## src/rtl/ghost_waypoint_sequencer.sv

```systemverilog
// Waypoint-driven direction command sequencer for a ghost mover.
// Optional stall-retry behaviour is enabled by defining GHOST_SEQ_STALL_RETRY_EN.
module ghost_waypoint_sequencer #(
    parameter int unsigned N_WP        = 27,
    parameter int unsigned IDX_W       = 5,
    parameter int unsigned WIN         = 2,
    parameter int unsigned STALL_LIMIT = 64
) (
    input  logic             frame_clk,
    input  logic             Reset,
    input  logic             enable,
    input  logic [9:0]       ghost_x,
    input  logic [9:0]       ghost_y,
    input  logic [9:0]       wp_x,
    input  logic [9:0]       wp_y,
    input  logic [7:0]       wp_dir,
    output logic [IDX_W-1:0] wp_idx,
    output logic [7:0]       keycode,
    output logic             cmd_valid,
    output logic             lap_done,
    output logic             stalled
);

    localparam int unsigned      CntW      = $clog2(STALL_LIMIT + 1);
    localparam logic [9:0]       Win10     = 10'(WIN);
    localparam logic [IDX_W-1:0] LastIdx   = IDX_W'(N_WP - 1);
    localparam logic [CntW-1:0]  StallMax  = CntW'(STALL_LIMIT);
    localparam logic [CntW-1:0]  StallLast = CntW'(STALL_LIMIT - 1);

    typedef enum logic [1:0] {StIdle, StSeek, StIssue, StHold} state_e;

    state_e           state_q, state_d;
    logic [IDX_W-1:0] idx_q, idx_d;
    logic [7:0]       key_q, key_d;
    logic             cmd_q, cmd_d;
    logic             lap_q, lap_d;
    logic             stalled_q, stalled_d;
    logic [CntW-1:0]  cnt_q, cnt_d;
    logic [9:0]       hold_x_q, hold_x_d, hold_y_q, hold_y_d;
    logic [9:0]       prev_x_q, prev_y_q;
`ifdef GHOST_SEQ_STALL_RETRY_EN
    logic [7:0]       last_key_q, last_key_d;
    logic             issued_q, issued_d;
`endif

    function automatic logic [9:0] abs_diff(input logic [9:0] a, input logic [9:0] b);
        return (a >= b) ? (a - b) : (b - a);
    endfunction

    logic hit, in_hold, same_pos;
    assign hit      = (abs_diff(ghost_x, wp_x) <= Win10) && (abs_diff(ghost_y, wp_y) <= Win10);
    assign in_hold  = (abs_diff(ghost_x, hold_x_q) <= Win10) &&
                      (abs_diff(ghost_y, hold_y_q) <= Win10);
    assign same_pos = (ghost_x == prev_x_q) && (ghost_y == prev_y_q);

    always_comb begin
        state_d  = state_q;
        idx_d    = idx_q;
        key_d    = 8'h00;
        cmd_d    = 1'b0;
        lap_d    = 1'b0;
        cnt_d    = cnt_q;
        hold_x_d = hold_x_q;
        hold_y_d = hold_y_q;
`ifdef GHOST_SEQ_STALL_RETRY_EN
        stalled_d  = 1'b0;
        last_key_d = last_key_q;
        issued_d   = issued_q;
`else
        stalled_d  = stalled_q;
`endif
        if (!enable) begin
            // An issue already registered stays visible for its one cycle
            state_d = StIdle;
            cnt_d   = '0;
        end else begin
            unique case (state_q)
                StIdle: state_d = StSeek;
                StSeek: begin
                    if (hit) begin
                        state_d  = StIssue;
                        key_d    = wp_dir;
                        cmd_d    = 1'b1;
                        hold_x_d = wp_x;
                        hold_y_d = wp_y;
                        cnt_d    = '0;
`ifdef GHOST_SEQ_STALL_RETRY_EN
                        last_key_d = wp_dir;
                        issued_d   = 1'b1;
`endif
                        if (idx_q == LastIdx) begin
                            idx_d = '0;
                            lap_d = 1'b1;
                        end else begin
                            idx_d = idx_q + 1'b1;
                        end
                    end else if (same_pos) begin
`ifdef GHOST_SEQ_STALL_RETRY_EN
                        if (cnt_q == StallLast) begin
                            cnt_d      = '0;
                            stalled_d  = 1'b1;
                            cmd_d      = 1'b1;
                            key_d      = issued_q ? last_key_q : wp_dir;
                            last_key_d = key_d;
                            issued_d   = 1'b1;
                        end else begin
                            cnt_d = cnt_q + 1'b1;
                        end
`else
                        if (cnt_q != StallMax) begin
                            cnt_d = cnt_q + 1'b1;
                        end
                        if (cnt_q == StallLast) begin
                            stalled_d = 1'b1;
                        end
`endif
                    end else begin
                        cnt_d = '0;
                    end
                end
                StIssue: state_d = StHold;
                StHold:  if (!in_hold) state_d = StSeek;
                default: state_d = StIdle;
            endcase
        end
    end

    always_ff @(posedge frame_clk) begin
        if (Reset) begin
            state_q   <= StIdle;
            idx_q     <= '0;
            key_q     <= 8'h00;
            cmd_q     <= 1'b0;
            lap_q     <= 1'b0;
            stalled_q <= 1'b0;
            cnt_q     <= '0;
            hold_x_q  <= '0;
            hold_y_q  <= '0;
            prev_x_q  <= '0;
            prev_y_q  <= '0;
`ifdef GHOST_SEQ_STALL_RETRY_EN
            last_key_q <= 8'h00;
            issued_q   <= 1'b0;
`endif
        end else begin
            state_q   <= state_d;
            idx_q     <= idx_d;
            key_q     <= key_d;
            cmd_q     <= cmd_d;
            lap_q     <= lap_d;
            stalled_q <= stalled_d;
            cnt_q     <= cnt_d;
            hold_x_q  <= hold_x_d;
            hold_y_q  <= hold_y_d;
            prev_x_q  <= ghost_x;
            prev_y_q  <= ghost_y;
`ifdef GHOST_SEQ_STALL_RETRY_EN
            last_key_q <= last_key_d;
            issued_q   <= issued_d;
`endif
        end
    end

    assign wp_idx    = idx_q;
    assign keycode   = key_q;
    assign cmd_valid = cmd_q;
    assign lap_done  = lap_q;
    assign stalled   = stalled_q;

endmodule

```

## config.mk

```make
export PLATFORM = sky130hd
export DESIGN_NAME = ghost_waypoint_sequencer
export DESIGN_NICKNAME = d
export VERILOG_FILES = /design/src/rtl/ghost_waypoint_sequencer.sv
export SDC_FILE = /design/constraint.sdc
export NUM_CORES = 1
export LEC_CHECK = 0
export BUFFER_PORTS_ARGS = -buffer_cell sky130_fd_sc_hd__buf_2
export CAP_MARGIN = 20
export CORE_MARGIN = 3
export CORE_UTILIZATION = 48
export DETAILED_ROUTE_END_ITERATION = 8
export PLACE_DENSITY_LB_ADDON = 0.12
export SETUP_SLACK_MARGIN = 0.1
export SLEW_MARGIN = 25
export SYNTH_ARGS = -nofsm -noshare
export SYNTH_HDL_FRONTEND = slang
export SYNTH_SLANG_ARGS = --single-unit
```

## constraint.sdc

```tcl
create_clock -name frame_clk -period 5.2 [get_ports frame_clk]
set_input_delay 1.04 -clock frame_clk [delete_from_list [all_inputs] [get_ports frame_clk]]
set_output_delay 1.04 -clock frame_clk [all_outputs]
set_load 0.01 [all_outputs]
```

# Yosys cells after proc, flatten, opt, wreduce, memory -nomap -nowiden
# Cells that the tools add are included.
# op_classes
eq_ne	11
bitwise_logic	3
n_mux	13
addsub	10
n_lt_le_gt_ge	8
reduce_logical	11
# op_table
cell	count
subtractor 10 bit	8
>= comparator 10 bit	4
less-or-equal comparator 10 x 2 -> 1 bit (second input constant)	4
2-to-1 mux 10 bit	4
2-to-1 mux 7 bit	3
equality test 10 bit	2
case mux 2 bit (4 select lines)	1
adder 7 x 1 -> 7 bit (second input constant)	1
equality test 7 x 6 -> 1 bit (second input constant)	1
!= test 7 bit (second input constant)	1
adder 5 x 1 -> 5 bit (second input constant)	1
equality test 5 bit (second input constant)	1
2-to-1 mux 5 bit	1
AND reduction 5 bit	1
equality test 2 bit (second input constant)	2
2-to-1 mux 2 bit	2
!= test 2 bit (second input constant)	2
AND reduction 2 bit	2
OR reduction 4 bit	1
logical AND 1 bit	3
!= test 3 x 2 -> 1 bit (second input constant)	1
NOT 1 bit	3
AND reduction 3 bit	1
OR reduction 3 bit	1
4 further kinds	5
# word_totals
regBits	65
output_inout_bits	16
wordCells	67
in_bits	51

# Logic depth before layout (Yosys ltp)
# logic_depth
ltp_word	6
ltp_mapped	15

# Least setup slack after synthesis
# Ideal clock, no wire load.
# synth_path
path_type	input to register
from	input port wp_y[0]
to	register hold_x_q[7]
setup_ps	132
arrival_ps	3998
path_buffers	2
path_stages	14
setup_slack_ps	1069
cell_sequence	inv_1 -> ha_1 -> fa_1 -> o21ai_2 -> o2111ai_1 -> or4_1 -> or4_4 -> nor3_1 -> a31oi_1 -> or3_1 -> clkbuf_1 -> clkbuf_1 -> nand2_1 -> a21oi_1
# synth_via
elab_chain_cells	5
# synth_lines
item	line_no	rtl
start: declaration	15	input logic [9:0] wp_y,
subtractor 10 bit / >= comparator 10 bit (equally long branches)	47	return (a >= b) ? (a - b) : (b - a);
2-to-1 mux 10 bit (*)	47	
less-or-equal comparator 10 x 2 -> 1 bit (*)	51	assign hit = (abs_diff(ghost_x, wp_x) <= Win10) && (abs_diff(ghost_y, wp_y) <= Win10);
logical AND 1 bit (*)	51	
AND reduction 3 bit (no source line) (*)	--	
end signal: assignment	153	hold_x_q <= hold_x_d;
end: declaration	39	logic [9:0] hold_x_q, hold_x_d, hold_y_q, hold_y_d;
# Every way passes the cells marked *; elsewhere a longest branch is shown, timed or not.
# A chain may end at the register's enable or synchronous reset.

# Worst setup path in the final report
# layout_path
from	input port ghost_x[1]
to	register state_q[0]
# layout_via
elab_chain_cells	6
# layout_lines
item	line_no	rtl
start: declaration	12	input logic [9:0] ghost_x,
subtractor 10 bit / >= comparator 10 bit (equally long branches)	47	
2-to-1 mux 10 bit	47	
less-or-equal comparator 10 x 2 -> 1 bit (on tied branches)	52, 51	
logical AND 1 bit (on tied branches)	52, 51	
!= test 2 bit (no source line)	--	
AND reduction 2 bit (no source line) (*)	--	
end signal: assignment	130	state_q <= StIdle;
end signal: assignment	146	state_q <= state_d;
end: declaration	32	state_e state_q, state_d;
# Marks and branches as above.

==> impl_metrics.env <==
export IMPL_clock_sinks=65
export IMPL_postSynthCellCount=810
export IMPL_ir_drop_v=0.000146
export IMPL_finalHoldViolations=0
export IMPL_yosys_area_top_type="dfxtp_1"
export IMPL_synthFlopType="dfxtp_1"
export IMPL_crit_slowest_cell="fa_1"
export IMPL_cts_tree="yes"
export IMPL_cts_root_buffer="clkbuf_16"
export IMPL_path_buf_inv=2
export IMPL_fin_tns_setup_ps=0
export IMPL_synth_seq_cells=65
export IMPL_tightest_slew_ps=930
export IMPL_synth_edf_count=0
export IMPL_initial_core_util=0.493
export IMPL_fp_dieArea_sq_um=14400
export IMPL_drt_first_pass_iters=5
export IMPL_ff2ff_setup_slack_ps=1450
export IMPL_ctsHoldBuffers=0
export IMPL_portBuffers=66
export IMPL_layout_cells_non_filler=1039
export IMPL_p_total_mw=1.54
export IMPL_drt_iter0_markers=464
export IMPL_r2r_cells=12
export IMPL_die_w_um=120
export IMPL_clkTransAtPathRegs_ps=50
export IMPL_crit_start="ghost_x[1]"
export IMPL_period_needed_ps=4360
export IMPL_dp_hpwl_mm=13.4
export IMPL_grt_start_max_net_pins=50
export IMPL_cpPeakStageDelay_ps=510
export IMPL_p_leak_nw=3.12
export IMPL_async_reset_ff_frac=0
export IMPL_ys_seq_area_frac=0.208
export IMPL_r2r_start="hold_x_q[0]$_SDFFE_PP0P_"
export IMPL_critical_path_class="in -> reg"
export IMPL_slew_headroom=0.380
export IMPL_synthTopCellsByArea="dfxtp_1 (21%), ha_1 (17%), a21oi_1 (5.8%)"
export IMPL_avgViaCountPerCell=5.67
export IMPL_drv_slew=0
export IMPL_drc=0
export IMPL_critical_path_startpoint_type="primary input"
export IMPL_post_cts_resized=0
export IMPL_endpoint_kind="flop"
export IMPL_setup_viol=0
export IMPL_drtAntennaViolNets=0
export IMPL_drive_gt1_frac=0.118
export IMPL_crit_family="compound AO/OA/AOI/OAI gates"
export IMPL_timing_rr_end="state_q[0]$_SDFFE_PP0P_"
export IMPL_synth_most_common_cell="inv_1"
export IMPL_overflow=0
export IMPL_max_freq_mhz=229
export IMPL_grt_use_total=0.228
export IMPL_status="finished clean"
export IMPL_fillers=1240
export IMPL_htreeDepth=3
export IMPL_postSynthAreaPerCell_sq_um=7.71
export IMPL_whs_path_depth=2
export IMPL_skew_ps=7.22
export IMPL_path_depth=13
export IMPL_cap_viol_max_count=0
export IMPL_ys_warn_count=0
export IMPL_core_sq_um=12700
export IMPL_cts_setup_buffers=0
export IMPL_routed_wl_mm=16.6
export IMPL_diodes=0
export IMPL_antenna_found_initial=0
export IMPL_worstPathCellList="buf_2, inv_1, fa_1, nand2b_1, a211oi_1, o311ai_1, a2111oi_0, o22ai_1, a221oi_1, xor2_1, nand4b_1, a21oi_1, and3b_1"
export IMPL_vias=5888
export IMPL_ys_types=75
export IMPL_synth_top_cell_area_share=0.208
export IMPL_rsz0062_at_grt="no"
export IMPL_grt_pass1_wl_mm=26.6
export IMPL_holdCritPathClass="reg -> reg"
export IMPL_syn_cell_area_sq_um=6240
export IMPL_power_density_nw_per_um2=220
export IMPL_fin_crit_sh=0.839
export IMPL_syn_num_nets=952
export IMPL_post_route_util=0.553
export IMPL_ioPinCount=67
export IMPL_cts_buffer_depth=2
export IMPL_clk_latency_ps=330
export IMPL_path_max_fanout=6
export IMPL_grt_pass1_vias=5344
export IMPL_cp_arrival_ps=4580
export IMPL_die_height_um=120
export IMPL_yosys_top_cells_count="inv_1 (89), ha_1 (83), a21oi_1 (72)"
export IMPL_numCtsBuffers=9
export IMPL_wl_per_cell_um=16.0
export IMPL_gp_congestion=0.919
export IMPL_num_rows=41
export IMPL_crit_end="state_q[0]$_SDFFE_PP0P_"
export IMPL_worstPathRequired_ps=5420
export IMPL_placed_cells=1024
export IMPL_nets=1005
export IMPL_areaGrowthSynthToFinish_pct=12.3
[sequential cells by signal, summed over array words and instances (netlist names)]
name / cells
cmd_valid: 1
cnt_q: 7
hold_x_q: 10
hold_y_q: 10
keycode: 8
lap_done: 1
prev_x_q: 10
prev_y_q: 10
stalled: 1
state_q: 2
wp_idx: 5
[cells by family after synthesis]
| group | share of synthesized area |
|---|---|
| and+or+nand+nor | 0.219 |
| AOI/OAI and AO/OA | 0.230 |
| buffers and inverters | 0.0727 |
| adders and majority gates | 0.192 |
| DFF | 0.208 |
| xor gates and xnor gates | 0.0589 |
| muxes | 0.0184 |
[cell usage in the layout, fill, tap and decap left out, drive strengths merged, types with 8 or more instances in the layout]
cell type	instances
nor4	8
nand4	9
and2	12
nand2	67
nor3	17
nand3	12
nor2	61
a21oi	72
inv	89
nor2b	18
o21a	11
clkbuf	12
nand2b	15
xnor2	27
xor2	15
a21o	15
a211oi	10
ha	83
o21ai	43
buf	70
fa	8
dfxtp	65
[per-layer routing]
metal / vias to the layer above / global-route usage / routed length [um]
li1: 2934 / - / -
met1: 2756 / 0.327 / 8120
met2: 167 / 0.356 / 7350
met3: 31 / 0.0240 / 721
met4: 0 / 0.0752 / 382
met5: - / 0 / 0
[worst register-to-register path: stages, from the launching register on]
cell and delay (ps):
dfxtp_1 330, ha_1 210, fa_1 440, nand2b_1 180
a211oi_1 450, o311ai_1 270, a2111oi_0 460, o22ai_1 210
a221oi_1 380, xor2_1 190, nand4b_1 190, a21oi_1 180
and3b_1 180
[worst min-delay path by stage]
| stage | from | endpoint | slack (ps) |
|---|---|---|---|
| after global placement | stalled$_SDFFE_PP0P_ | stalled$_SDFFE_PP0P_ | 440 |
| after global routing | stalled$_SDFFE_PP0P_ | stalled$_SDFFE_PP0P_ | 470 |
| after CTS | hold_y_q[9]$_SDFFE_PP0P_ | hold_y_q[9]$_SDFFE_PP0P_ | 460 |
| after floorplan | hold_x_q[9]$_SDFFE_PP0P_ | hold_x_q[9]$_SDFFE_PP0P_ | 430 |
| final | hold_y_q[9]$_SDFFE_PP0P_ | hold_y_q[9]$_SDFFE_PP0P_ | 450 |
| after detailed placement | stalled$_SDFFE_PP0P_ | stalled$_SDFFE_PP0P_ | 450 |
[power by group]
part / total (mW) / leakage [nW] / switching [mW] / internal, mW
Sequential: 0.513 / 0.529 / 0.00451 / 0.508
Clock: 0.638 / 0.153 / 0.209 / 0.429
Combinational: 0.393 / 2.44 / 0.233 / 0.160
Total: 1.54 / 3.12 / 0.446 / 1.10
[area by class of cell]
cell class	instances	area [sq um]	share of cell area
multi-input cells	628	4490	0.640
flip-flops and latches	65	1300	0.186
repair buffers	70	360	0.0514
inverters	89	334	0.0477
clock buffers	12	246	0.0352
well taps	172	215	0.0307
clock inverters	3	65.1	0.00928
[per-stage QoR]
stage	setup WS, ps	cell area [sq um]	hold slack (ps)
final	840	7010	454
after global routing	602	7010	471
after CTS	910	7010	455
after detailed placement	589	6700	447
after global placement	635	6700	441
after floorplan	1070	6240	432
Note: power is estimated with default switching activity, not from simulation.
